--- src/rtl/mc_control.sv ---
// Multi-cycle MIPS control unit: sequences fetch/decode/execute/memory/writeback,
// guards the memory handshake with a timeout, flags illegal encodings and counts retirements.
package mips_pkg;
    localparam logic [5:0] OP_ZERO  = 6'h00;
    localparam logic [5:0] OP_J     = 6'h02;
    localparam logic [5:0] OP_BEQ   = 6'h04;
    localparam logic [5:0] OP_ADDI  = 6'h08;
    localparam logic [5:0] OP_ADDIU = 6'h09;
    localparam logic [5:0] OP_ABS   = 6'h1F;
    localparam logic [5:0] OP_LW    = 6'h23;
    localparam logic [5:0] OP_SW    = 6'h2B;

    localparam logic [5:0] FN_ZERO  = 6'h00;
    localparam logic [5:0] FN_ADD   = 6'h20;
    localparam logic [5:0] FN_SUB   = 6'h22;
    localparam logic [5:0] FN_AND   = 6'h24;
    localparam logic [5:0] FN_OR    = 6'h25;
    localparam logic [5:0] FN_XOR   = 6'h26;
    localparam logic [5:0] FN_SLT   = 6'h2A;

    typedef enum logic [2:0] {
        ALU_ADD = 3'd0,
        ALU_SUB = 3'd1,
        ALU_AND = 3'd2,
        ALU_OR  = 3'd3,
        ALU_XOR = 3'd4,
        ALU_SLT = 3'd5,
        ALU_ABS = 3'd6
    } t_alu_opcode;
endpackage

module mc_control
    import mips_pkg::*;
#(
    parameter int unsigned MEM_TIMEOUT  = 16,
    parameter int unsigned CNT_W        = 32,
    parameter bit          TRAP_ILLEGAL = 1'b1,
    parameter bit          ABS_EN       = 1'b1
) (
    input  logic             i_clk,
    input  logic             i_rst,
    input  logic [5:0]       i_opcode,
    input  logic [5:0]       i_funct,
    input  logic             i_zero,
    input  logic             i_mem_ready,
    output logic             o_mem_req,
    output logic             o_mem_we,
    output logic             o_iord,
    output logic             o_ir_write,
    output logic             o_pc_en,
    output logic [1:0]       o_pc_src,
    output logic             o_alu_src_a,
    output logic [1:0]       o_alu_src_b,
    output t_alu_opcode      o_alu_control,
    output logic             o_reg_dst,
    output logic             o_mem_to_reg,
    output logic             o_reg_write,
    output logic             o_illegal,
    output logic             o_bus_err,
    output logic             o_retire,
    output logic [CNT_W-1:0] o_retired_count,
    output logic [3:0]       o_state_dbg
);

    typedef enum logic [3:0] {
        S_FETCH  = 4'd0,
        S_DECODE = 4'd1,
        S_MEMADR = 4'd2,
        S_MEMRD  = 4'd3,
        S_MEMWB  = 4'd4,
        S_MEMWR  = 4'd5,
        S_REX    = 4'd6,
        S_ALUWB  = 4'd7,
        S_BRANCH = 4'd8,
        S_IEX    = 4'd9,
        S_JUMP   = 4'd10,
        S_ABSEX  = 4'd11,
        S_FAULT  = 4'd12
    } t_state;

    typedef struct packed {
        logic        mem_req;
        logic        mem_we;
        logic        iord;
        logic        pc_en;
        logic        alu_src_a;
        logic [1:0]  alu_src_b;
        logic [1:0]  pc_src;
        t_alu_opcode alu_op;
        logic        reg_dst;
        logic        mem_to_reg;
        logic        reg_write;
    } t_moore;

    localparam bit                TO_EN     = (MEM_TIMEOUT != 0);
    localparam int unsigned       WAIT_W    = (MEM_TIMEOUT > 2) ? $clog2(MEM_TIMEOUT) : 1;
    localparam logic [WAIT_W-1:0] WAIT_LAST = TO_EN ? WAIT_W'(MEM_TIMEOUT - 1) : '0;

    t_state             r_state;
    t_moore             r_moore;
    logic [WAIT_W-1:0]  r_wait_cnt;
    logic               r_bus_err;
    logic [CNT_W-1:0]   r_retired_count;
    logic               r_is_lw;
    logic               r_rtype;

    t_state             w_next;
    t_state             w_dec_next;
    t_alu_opcode        w_rex_op;
    logic               w_funct_ok;
    logic               w_nop;
    logic               w_dec_bad;
    logic               w_retire;
    logic               w_illegal;
    logic               w_timeout;
    logic               w_mem_wait;
    logic               w_limit;
    logic               w_fetch_go;

    // Moore output decode; applied to the next state so the outputs come straight from flops.
    function automatic t_moore f_moore(input t_state st, input logic rtype,
                                       input t_alu_opcode rex_op);
        t_moore m;
        m = '0;
        m.alu_op = ALU_ADD;
        case (st)
            S_FETCH: begin
                m.mem_req   = 1'b1;
                m.alu_src_b = 2'b01;
            end
            S_DECODE: m.alu_src_b = 2'b11;
            S_MEMADR, S_IEX: begin
                m.alu_src_a = 1'b1;
                m.alu_src_b = 2'b10;
            end
            S_MEMRD: begin
                m.mem_req = 1'b1;
                m.iord    = 1'b1;
            end
            S_MEMWB: begin
                m.reg_write  = 1'b1;
                m.mem_to_reg = 1'b1;
            end
            S_MEMWR: begin
                m.mem_req = 1'b1;
                m.mem_we  = 1'b1;
                m.iord    = 1'b1;
            end
            S_REX: begin
                m.alu_src_a = 1'b1;
                m.alu_op    = rex_op;
            end
            S_ALUWB: begin
                m.reg_write = 1'b1;
                m.reg_dst   = rtype;
            end
            S_BRANCH: begin
                m.alu_src_a = 1'b1;
                m.alu_op    = ALU_SUB;
                m.pc_src    = 2'b01;
            end
            S_JUMP: begin
                m.pc_src = 2'b10;
                m.pc_en  = 1'b1;
            end
            S_ABSEX: begin
                m.alu_src_a = 1'b1;
                m.alu_op    = ALU_ABS;
            end
            default: ;
        endcase
        return m;
    endfunction

    always_comb begin
        w_funct_ok = 1'b1;
        w_rex_op   = ALU_ADD;
        case (i_funct)
            FN_ADD:  w_rex_op = ALU_ADD;
            FN_SUB:  w_rex_op = ALU_SUB;
            FN_AND:  w_rex_op = ALU_AND;
            FN_OR:   w_rex_op = ALU_OR;
            FN_XOR:  w_rex_op = ALU_XOR;
            FN_SLT:  w_rex_op = ALU_SLT;
            default: w_funct_ok = 1'b0;
        endcase

        w_dec_next = S_FAULT;
        w_nop      = 1'b0;
        w_dec_bad  = 1'b0;
        case (i_opcode)
            OP_LW, OP_SW:    w_dec_next = S_MEMADR;
            OP_ZERO: begin
                if (i_funct == FN_ZERO) w_nop = 1'b1;
                else if (w_funct_ok)    w_dec_next = S_REX;
                else                    w_dec_bad = 1'b1;
            end
            OP_BEQ:          w_dec_next = S_BRANCH;
            OP_ADDI, OP_ADDIU: w_dec_next = S_IEX;
            OP_J:            w_dec_next = S_JUMP;
            OP_ABS: begin
                if (ABS_EN) w_dec_next = S_ABSEX;
                else        w_dec_bad = 1'b1;
            end
            default:         w_dec_bad = 1'b1;
        endcase
    end

    // Only the three request states wait on memory; ready on the limit cycle still wins.
    assign w_mem_wait = ((r_state == S_FETCH) || (r_state == S_MEMRD) || (r_state == S_MEMWR))
                        && !i_mem_ready;
    assign w_limit    = TO_EN && (r_wait_cnt == WAIT_LAST);

    always_comb begin
        w_next    = r_state;
        w_retire  = 1'b0;
        w_illegal = 1'b0;
        w_timeout = 1'b0;
        case (r_state)
            S_FETCH: begin
                if (i_mem_ready) w_next = S_DECODE;
                else if (w_limit) w_timeout = 1'b1;
            end
            S_DECODE: begin
                if (w_nop) begin
                    w_retire = 1'b1;
                    w_next   = S_FETCH;
                end else if (w_dec_bad) begin
                    w_illegal = 1'b1;
                    if (TRAP_ILLEGAL) begin
                        w_next = S_FAULT;
                    end else begin
                        w_retire = 1'b1;
                        w_next   = S_FETCH;
                    end
                end else begin
                    w_next = w_dec_next;
                end
            end
            S_MEMADR: w_next = r_is_lw ? S_MEMRD : S_MEMWR;
            S_MEMRD: begin
                if (i_mem_ready) w_next = S_MEMWB;
                else if (w_limit) w_timeout = 1'b1;
            end
            S_MEMWR: begin
                if (i_mem_ready) begin
                    w_retire = 1'b1;
                    w_next   = S_FETCH;
                end else if (w_limit) begin
                    w_timeout = 1'b1;
                end
            end
            S_REX, S_IEX, S_ABSEX: w_next = S_ALUWB;
            S_MEMWB, S_ALUWB, S_BRANCH, S_JUMP: begin
                w_retire = 1'b1;
                w_next   = S_FETCH;
            end
            S_FAULT: w_next = S_FAULT;
            default: w_next = S_FAULT;
        endcase
        if (w_timeout) w_next = S_FAULT;
    end

    always_ff @(posedge i_clk or posedge i_rst) begin
        if (i_rst) begin
            r_state         <= S_FETCH;
            r_moore         <= f_moore(S_FETCH, 1'b0, ALU_ADD);
            r_wait_cnt      <= '0;
            r_bus_err       <= 1'b0;
            r_retired_count <= '0;
            r_is_lw         <= 1'b0;
            r_rtype         <= 1'b0;
        end else begin
            r_state <= w_next;
            r_moore <= f_moore(w_next, r_rtype, w_rex_op);
            if (w_mem_wait && TO_EN) r_wait_cnt <= r_wait_cnt + WAIT_W'(1);
            else                     r_wait_cnt <= '0;
            if (w_timeout) r_bus_err <= 1'b1;
            if (w_retire)  r_retired_count <= r_retired_count + CNT_W'(1);
            if (r_state == S_DECODE) begin
                r_is_lw <= (i_opcode == OP_LW);
                r_rtype <= (i_opcode == OP_ZERO);
            end
        end
    end

    // Reset holds the FETCH decode but must not let a ready memory load IR/PC.
    assign w_fetch_go = (r_state == S_FETCH) && i_mem_ready && !i_rst;

    assign o_mem_req       = r_moore.mem_req;
    assign o_mem_we        = r_moore.mem_we;
    assign o_iord          = r_moore.iord;
    assign o_ir_write      = w_fetch_go;
    assign o_pc_en         = r_moore.pc_en || w_fetch_go || ((r_state == S_BRANCH) && i_zero);
    assign o_pc_src        = r_moore.pc_src;
    assign o_alu_src_a     = r_moore.alu_src_a;
    assign o_alu_src_b     = r_moore.alu_src_b;
    assign o_alu_control   = r_moore.alu_op;
    assign o_reg_dst       = r_moore.reg_dst;
    assign o_mem_to_reg    = r_moore.mem_to_reg;
    assign o_reg_write     = r_moore.reg_write;
    assign o_illegal       = w_illegal;
    assign o_bus_err       = r_bus_err;
    assign o_retire        = w_retire;
    assign o_retired_count = r_retired_count;
    assign o_state_dbg     = r_state;

endmodule

--- config.mk ---
export PLATFORM = sky130hd
export DESIGN_NAME = mc_control
export DESIGN_NICKNAME = d
export VERILOG_FILES = /design/src/rtl/mc_control.sv
export SDC_FILE = /design/constraint.sdc
export NUM_CORES = 1
export LEC_CHECK = 0
export BUFFER_PORTS_ARGS = -buffer_cell sky130_fd_sc_hd__buf_4
export CELL_PAD_IN_SITES_DETAIL_PLACEMENT = 0
export CELL_PAD_IN_SITES_GLOBAL_PLACEMENT = 1
export CORE_ASPECT_RATIO = 0.5
export CORE_UTILIZATION = 44
export DETAILED_ROUTE_END_ITERATION = 12
export HOLD_SLACK_MARGIN = 0.12
export PLACE_DENSITY_LB_ADDON = 0.1
export SLEW_MARGIN = 20
export SYNTH_ARGS = -nofsm -noshare
export SYNTH_HDL_FRONTEND = slang
export SYNTH_SLANG_ARGS = --single-unit
--- constraint.sdc ---
create_clock -name i_clk -period 6 [get_ports i_clk]
set_input_delay 0.6 -clock i_clk [delete_from_list [all_inputs] [get_ports i_clk]]
set_output_delay 0.6 -clock i_clk [all_outputs]
set_load 0.005 [all_outputs]
==> metrics.cfg <==
[status]
status=completed

[floorplanning]
io_pins=71
initial_core_util_pct=47.2
die_w_um=118
rows=20
die_h_um=60.1
coreArea_mm2=0.00628
dieArea_mm2=0.00709

[clock_tree]
cts_tree=done
cts.sinks=58
cts_hold_buf=0
post_cts_buffers=0
cts-resized-gates=0
max-clock-path-buffers=2
cts_root_buffer=clkbuf_16
cts_made_buffers=9
cts_htree_levels=3
clk_latency_ps=310
clk_pin_slew_worst_paths_ps=50

[placement]
gp_congestion=0.775
place_ws_ps=2940
hpwl_um=4570
io_buffers=70
placed_cells=445

[power]
switching_share_pct=30.9
powerDensity_mw_per_mm2=377
p_int_mw=0.996
p_clk_share_pct=35.2
p_leak_nw=1.80
p_seq_share_pct=36.6
ir_drop_mv=0.174
p_sw_mw=0.446
p_comb_share_pct=28.2

[synth]
yosysSeqAreaShare_pct=49.0
postSynthCellCount=300
syn-cell-area_mm2=0.00297
syn-num-nets=318
synth_flop_cell=dfrtp_1
synth.most_common_cell=dfrtp_1
synth-edff-count=0
synth.largest_area_cell=dfrtp_1
ys_async_sr_fraction_pct=100
yosysWarnings=0
ys_seq_elements=58
netlist_top_cells_count=dfrtp_1 (56), nor2_1 (31), xnor2_1 (25), nand2_1 (22), nand3_1 (18)
yosysUniqueCellTypes=55
syn_area_per_cell_um2=9.88
synth_top_area_share_pct=47.3
synth.top_cells.by_area=dfrtp_1 (47%), xnor2_1 (7.4%), nor2_1 (3.9%)

[sta]
clock.fmax_mhz=332
finClkSkew_ps=5.97
rsz0062_at_grt=false
period_needed_ps=3010
final-hold-violation-count=0
worst_slack_ps=2990
worst_pin_slew_ps=783
min_period_over_period_pct=50.2
relSlewSlack_pct=47.5
holdWs_ps=372
maxSlewViolCount=0
finalSetupTns_ps=0
setup_viol=0

[setup_path]
arrival_ps=2410
worst-path-buf-inv=1
slowest_stage=o31ai_2
cp_cell_sequence=nor2b_2, nand3_2, o31ai_2, buf_4
critPathTopFamily=compound AO/OA/AOI/OAI gates
start_kind=flip-flop
cp-end-kind=output port
worst_path_largest_cell_delay_ps=750
path_class=reg2out
required_ps=5400
cp_max_fo=13

[drt]
drt_iter0_markers=153
wl_per_cell_um=13.8
drcViolationCount=0
wl_um=6380
ant_nets=0
num_vias=2399
vias_per_cell=5.20
dr.pass1.iters=4

[layout]
regArea_mm2=0.00145
drive_above_1_share_pct=27.3
nets=386
n_antenna_cell=0
area_growth_pct=29.0
instances_no_fill=461
largest_reg_flops=32
nFillCells=520
multi_input_area_mm2=0.00137
final_util_pct=60.9

[global_route]
grt_start_max_net_pins=31
grt_pass1_wl_um=10700
track_usage_pct=19.5
overflow=0
antenna_found_initial=0
grt_pass1_vias=2163

[job]
drv_cap=0

[min_path]
hold_path.class=in2async

[cell type report]
cell class,instances,share of cell area [%]
clock buffer,13,6.80
clock inverter,3,1.05
inverter,13,1.28
multi-input combinational,214,35.9
sequential,58,38.0
tap,88,2.88
timing repair buffer,72,14.1
[power groups by stage]
stage / sequential [mW] / clock (mW) / combinational, mW
floorplan: 0.506 / 0 / 0.281
global placement: 0.533 / 0 / 0.402
detailed placement: 0.534 / 0 / 0.407
CTS: 0.528 / 0.515 / 0.409
global route: 0.539 / 0.537 / 0.456
finish: 0.528 / 0.507 / 0.407
[path summary, 6_finish.rpt]
path | startpoint | endpoint | slack (ps) | cells past startpoint
worst max-delay path | o_state_dbg[0] | o_retire | 2990 | 4
worst min-delay path | i_rst | o_bus_err | 370 | 2
worst max register to register | o_state_dbg[0] | o_retired_count[16] | 3010 | 7
worst min register to register | r_wait_cnt[0] | r_wait_cnt[0] | 470 | 1
max in group asynchronous | i_rst | o_mem_req | 4750 | 3
min in group i_clk | r_wait_cnt[0] | r_wait_cnt[0] | 470 | 1
[cell families (layout without fill, tap and decap cells)]
kind of cell / after synthesis / after routing / synth area share, %
adders and majority gates: 2 / 2 / 0.844
xor gates and xnor gates: 35 / 35 / 10.3
muxes: 3 / 3 / 1.10
buffers and inverters: 28 / 101 / 4.68
AOI/OAI and AO/OA: 41 / 41 / 9.70
DFF: 58 / 58 / 49.0
and+or+nand+nor: 133 / 133 / 24.3
[placed cells by master (no fill, tap or decap), types with 3 or more instances in the layout]
cell type / n
buf_4: 72
dfrtp_1: 56
nor2_1: 31
xnor2_1: 25
nand2_1: 22
nand3_1: 18
inv_1: 11
xor2_1: 10
clkbuf_16: 9
nand4_1: 8
and3_1: 8
o21ai_0: 7
a21oi_1: 7
nand2b_1: 6
nor3_1: 6
nor4_1: 5
nor4b_1: 4
nor2b_1: 4
and4_1: 3
and2_1: 3
o22ai_1: 3
a31oi_1: 3
a22oi_1: 3
[layer usage]
metal / track usage, % / vias up / wire (um)
met2: 30.6 / 54 / 2930
met3: 5.25 / 2 / 245
met1: 26.7 / 1150 / 3180
met5: 0 / - / 0
met4: 6.04 / 0 / 28
li1: - / 1193 / -
[metrics by stage]
step | total power [mW] | area [um2]
floorplan | 0.787 | 2970
global placement | 0.935 | 3530
detailed placement | 0.941 | 3530
CTS | 1.45 | 3830
global route | 1.53 | 3830
finish | 1.44 | 3830
[worst reg2reg max path: stages, from the launching register on]
cell     delay [ps]
dfrtp_1         550
nor2b_2         320
nand3_2         240
o31ai_2         760
and4_1          570
and2_1          220
nand3_1         100
xnor2_1         130
Note: power is estimated with default switching activity, not from simulation.
